### src/rtl/module_mult_booth.sv
// ---------------------------------------------------------------------------
// module_mult_booth
//
// Purpose:
//   Sequential radix-2 Booth multiplier. Takes two signed two's-complement
//   operands from the upstream capture FSM and performs one Booth iteration
//   per clock. The signed 2*WIDTH-bit product is registered and held until
//   the next result is ready.
//
// Ports:
//   clk         system clock, all state on rising edge
//   rst         asynchronous active-low reset
//   valid       operand-valid level; only its rising edge starts an operation
//   numero1_i   multiplicand (signed, WIDTH bits)
//   numero2_i   multiplier (signed, WIDTH bits)
//   producto_o  registered signed product (2*WIDTH bits)
//   done_o      one-cycle pulse when producto_o has just been updated
//   busy_o      high while an operation is in progress (CALC or DONE)
//
// Configuration:
//   MULT_ZERO_SKIP_EN  when defined, a zero operand skips the iterations and
//                      goes directly to DONE with a zero product.
// ---------------------------------------------------------------------------
module module_mult_booth #(
  parameter int WIDTH = 8
) (
  input  logic                 clk,
  input  logic                 rst,
  input  logic                 valid,
  input  logic [WIDTH-1:0]     numero1_i,
  input  logic [WIDTH-1:0]     numero2_i,
  output logic [2*WIDTH-1:0]   producto_o,
  output logic                 done_o,
  output logic                 busy_o
);

  localparam int CW = $clog2(WIDTH + 1);

  localparam logic [1:0] IDLE = 2'd0;
  localparam logic [1:0] CALC = 2'd1;
  localparam logic [1:0] DONE = 2'd2;

  logic [1:0]       state;
  logic [WIDTH:0]   a_reg;
  logic [WIDTH:0]   m_reg;
  logic [WIDTH-1:0] q_reg;
  logic             q_m1;
  logic [CW-1:0]    count;
  logic             valid_d;
  logic             start;

  logic [WIDTH:0]   sum;
  logic [WIDTH:0]   a_next;
  logic [WIDTH-1:0] q_next;

  // A held-high valid must not retrigger, so only the rising edge counts.
  assign start = valid & ~valid_d;

  assign done_o = (state == DONE);
  assign busy_o = (state == CALC) || (state == DONE);

  // One Booth step: conditional add/subtract of M into A, then an arithmetic
  // right shift of {A,Q,q_m1}. A is one bit wider than the operands so that
  // subtracting M = -2^(WIDTH-1) cannot overflow.
  always_comb begin
    sum = a_reg;
    case ({q_reg[0], q_m1})
      2'b01:   sum = a_reg + m_reg;
      2'b10:   sum = a_reg - m_reg;
      default: sum = a_reg;
    endcase
    a_next = {sum[WIDTH], sum[WIDTH:1]};
    q_next = {sum[0], q_reg[WIDTH-1:1]};
  end

  // Edge detector for valid, tracked in every state so that an edge seen
  // while busy is consumed and lost rather than deferred.
  always_ff @(posedge clk or negedge rst) begin
    if (!rst) begin
      valid_d <= 1'b0;
    end else begin
      valid_d <= valid;
    end
  end

  // Main control FSM and datapath registers.
  always_ff @(posedge clk or negedge rst) begin
    if (!rst) begin
      state      <= IDLE;
      a_reg      <= '0;
      m_reg      <= '0;
      q_reg      <= '0;
      q_m1       <= 1'b0;
      count      <= '0;
      producto_o <= '0;
    end else begin
      case (state)
        IDLE: begin
          if (start) begin
            m_reg <= {numero1_i[WIDTH-1], numero1_i};
            q_reg <= numero2_i;
            a_reg <= '0;
            q_m1  <= 1'b0;
            count <= CW'(WIDTH);
`ifdef MULT_ZERO_SKIP_EN
            if ((numero1_i == '0) || (numero2_i == '0)) begin
              producto_o <= '0;
              state      <= DONE;
            end else begin
              state <= CALC;
            end
`else
            state <= CALC;
`endif
          end
        end

        CALC: begin
          a_reg <= a_next;
          q_reg <= q_next;
          q_m1  <= q_reg[0];
          count <= count - 1'b1;
          // The last iteration writes its shifted result straight into the
          // product register, so no extra cycle is spent copying it out.
          if (count == CW'(1)) begin
            producto_o <= {a_next[WIDTH-1:0], q_next};
            state      <= DONE;
          end
        end

        DONE: begin
          state <= IDLE;
        end

        default: begin
          state <= IDLE;
        end
      endcase
    end
  end

endmodule

### config.mk
export PLATFORM = sky130hd
export DESIGN_NAME = module_mult_booth
export DESIGN_NICKNAME = d
export VERILOG_FILES = /design/src/rtl/module_mult_booth.sv
export SDC_FILE = /design/constraint.sdc
export NUM_CORES = 1
export LEC_CHECK = 0
export CORE_MARGIN = 1.5
export CORE_UTILIZATION = 54
export CTS_CLUSTER_DIAMETER = 200
export DETAILED_ROUTE_END_ITERATION = 8
export GPL_ROUTABILITY_DRIVEN = 0
export PLACE_DENSITY = 0.82
export SYNTH_ARGS = -nofsm -noshare
export SYNTH_HDL_FRONTEND = slang
export SYNTH_SLANG_ARGS = --single-unit
### constraint.sdc
create_clock -name clk -period 3.2 [get_ports clk]
set_input_delay 0.64 -clock clk [delete_from_list [all_inputs] [get_ports clk]]
set_output_delay 0.64 -clock clk [all_outputs]
set_load 0.01 [all_outputs]
==> impl_metrics.env <==
export IMPL_outcome="finished, final reports clean"
export IMPL_finalSetupViolCount=0
export IMPL_syn2layout_area_growth_pct=20.0
export IMPL_clkPwrFrac=0.134
export IMPL_end_kind="register"
export IMPL_switching_share=0.404
export IMPL_synth_area_leaders="dfrtp_1 (46%), mux2_2 (7.8%), ha_1 (7.2%), o21ai_0 (5.8%), mux2i_1 (5.0%)"
export IMPL_ys_flop_type="dfrtp_1"
export IMPL_synth_edf_count=0
export IMPL_grt_pass1_wl_mm=8.63
export IMPL_cts_resized_gates=0
export IMPL_nNetsFinal=323
export IMPL_cts_setup_buffers=0
export IMPL_antenna_found_initial=0
export IMPL_crit_required_ns=3.39
export IMPL_setup_ws_ns=0.413
export IMPL_synthDistinctLibCells=39
export IMPL_port_buffer_count=36
export IMPL_top_register="producto_o"
export IMPL_dpl_instance_area_sq_mm=0.00299
export IMPL_worst_slew_margin_rel=0.302
export IMPL_postSynthCellCount=252
export IMPL_drt_first_pass_iters=4
export IMPL_period_share=0.871
export IMPL_setup_tns_final_ns=0
export IMPL_path_class="reg -> reg"
export IMPL_ios=37
export IMPL_worst_path_max_fanout=8
export IMPL_hold_viol=0
export IMPL_async_flop_share=1.00
export IMPL_root_buffer="clkbuf_8"
export IMPL_timing_rr_end="producto_o[14]"
export IMPL_p_total_mw=3.42
export IMPL_num_rows=25
export IMPL_internal_power_mw=2.04
export IMPL_drive_gt1_frac=0.118
export IMPL_r2r_slack_ns=0.41
export IMPL_routed_wl_mm=4.98
export IMPL_coreArea_sq_mm=0.00466
export IMPL_power_frac_comb=0.561
export IMPL_die_h_microns=72.3
export IMPL_seqPwrFrac=0.305
export IMPL_worstRegToRegCells=11
export IMPL_final_area_sq_mm=0.00311
export IMPL_n_antenna_cell=0
export IMPL_maxCapViolCount=0
export IMPL_die_area_sq_mm=0.00522
export IMPL_drc=0
export IMPL_timing_final_max_slew_violations=0
export IMPL_critPathLaunchType="register"
export IMPL_seq_area_frac_synth=0.464
export IMPL_via_per_inst=5.68
export IMPL_wire_per_inst_microns=14.5
export IMPL_fin_cells=343
export IMPL_grt_max_degree=49
export IMPL_cts_hold_buffers_added=0
export IMPL_whs_path_depth=2
export IMPL_antenna_left=0
export IMPL_gr_usage_met3=0.0514
export IMPL_clk_pin_slew_ns=0.09
export IMPL_ys_top_cells_by_count="dfrtp_1 (48), o21ai_0 (30), nand2_1 (28)"
export IMPL_dr_total_vias=1948
export IMPL_gr_max_usage_layer="met2"
export IMPL_dpl_worst_slack_ns=0.417
export IMPL_rsz0062_at_grt="false"
export IMPL_grt_pass1_vias=1936
export IMPL_powerDensity_mw_per_mm2=1100
export IMPL_hp_start="producto_o[11]"
export IMPL_power_switching_mw=1.38
export IMPL_initialDrtViolationCount=88
export IMPL_hold_end="producto_o[11]"
export IMPL_cts_buffers=5
export IMPL_die_w_microns=72.3
export IMPL_fin_crit_ns=2.79
export IMPL_cts_sinks=48
export IMPL_synth_fp_nets=287
export IMPL_grtUsageMet2=0.359
export IMPL_dp_cells=335
export IMPL_skew_ns=0.00483
export IMPL_dp_hpwl_mm=3.60
export IMPL_avgSynthCellArea_sq_um=10.3
export IMPL_ys_warn_count=0
export IMPL_yosysTopAreaCell="dfrtp_1"
export IMPL_met1_usage=0.263
export IMPL_hp_class="reg -> reg"
export IMPL_tightest_slew_ns=1.05
export IMPL_synth_most_common_cell="dfrtp_1"
export IMPL_r2r_start="q_m1"
export IMPL_p_leak_nw=1.40
export IMPL_fillers=363
export IMPL_largest_register_ffs=16
export IMPL_cp_arrival_ns=2.98
export IMPL_clockBufferDepth=2
export IMPL_synth_top_area_share=0.464
export IMPL_syn_cell_area_sq_mm=0.00259
export IMPL_ys_seq_elements=48
export IMPL_vdd_drop_max_mv=0.603
export IMPL_groute_usage_overall=0.212
export IMPL_cts_tree="built"
export IMPL_clk_latency_ns=0.30
export IMPL_initial_core_util=0.556
export IMPL_fmax_mhz=359
export IMPL_gr_total_overflow=0
export IMPL_cts_htree_levels=2
## placed cells by master (no fill, tap or decap), types with 2 or more instances in the layout
cell,synthesis,layout
xor2_1,3,3
nor3b_1,2,2
clkbuf_8,0,6
dfrtp_1,48,48
nand2_1,28,28
a21oi_1,9,9
inv_1,14,14
o21ai_0,30,30
o21a_1,5,5
o22ai_1,3,3
clkdlybuf4s50_1,0,35
buf_4,0,2
a31oi_1,2,2
nor2_1,16,16
ha_1,15,15
xnor2_1,7,7
nand3_1,2,2
mux2i_1,13,13
nor2b_1,3,3
nor3_1,6,6
mux2_2,18,18
## worst max path at each step
stage                     startpoint        endpoint  slack (ns)  depth (start not counted)
after floorplan                 q_m1  producto_o[14]        0.64                         12
after global placement          q_m1  producto_o[14]        0.52                         11
after detailed placement        q_m1  producto_o[14]        0.42                         11
after CTS                       q_m1  producto_o[14]        0.39                         11
after global routing            q_m1  producto_o[14]        0.24                         11
final                           q_m1  producto_o[14]        0.41                         11
## power by group through the flow
| stage | registers [mW] | clock network (mW) | logic, mW |
|---|---|---|---|
| floorplan | 1.05 | 0 | 1.40 |
| CTS | 1.04 | 0.470 | 1.93 |
| global route | 1.08 | 0.494 | 2.14 |
| detailed placement | 1.06 | 0 | 1.92 |
| global placement | 1.05 | 0 | 1.85 |
| finish | 1.04 | 0.460 | 1.92 |
## per-stage QoR
stage | hold WS, ns | util
6_report | 0.487 | 0.667
3_3_place_gp | 0.470 | 0.641
5_1_grt | 0.524 | 0.667
2_1_floorplan | 0.344 | -
4_1_cts | 0.492 | 0.667
3_5_place_dp | 0.473 | 0.641
## cells by family (layout without fill, tap and decap cells)
| group | after synthesis | count (layout) | share of synthesized area |
|---|---|---|---|
| AOI/OAI and AO/OA | 59 | 59 | 0.137 |
| xor gates and xnor gates | 10 | 10 | 0.0338 |
| adders and majority gates | 16 | 16 | 0.0802 |
| buffers and inverters | 23 | 60 | 0.0357 |
| DFF | 48 | 48 | 0.464 |
| muxes | 32 | 32 | 0.133 |
| and+or+nand+nor | 64 | 64 | 0.117 |
## layout make-up
type | count | area [sq um] | share of cell area
Clock inverter | 2 | 38.8 | 0.0125
Inverter | 14 | 52.6 | 0.0169
Multi-Input combinational cell | 181 | 1300 | 0.417
Sequential cell | 48 | 1200 | 0.386
Timing Repair Buffer | 38 | 370 | 0.119
Clock buffer | 6 | 82.6 | 0.0266
Tap cell | 54 | 67.6 | 0.0217
## per-layer routing
metal  wire, microns  part of all wire
met1            2180              0.44
met2            2520              0.51
met4              95             0.019
met3             182             0.037
met5               0                 0
## worst max-delay path: stages (launching register included)
cell	delay, ns
dfrtp_1	0.37
inv_1	0.06
ha_1	0.31
mux2_2	0.41
inv_1	0.06
ha_1	0.22
nor2b_1	0.14
o21a_1	0.18
a311o_1	0.39
a31oi_2	0.26
mux2i_1	0.21
nand2_1	0.06
Note: power is estimated with default switching activity, not from simulation.
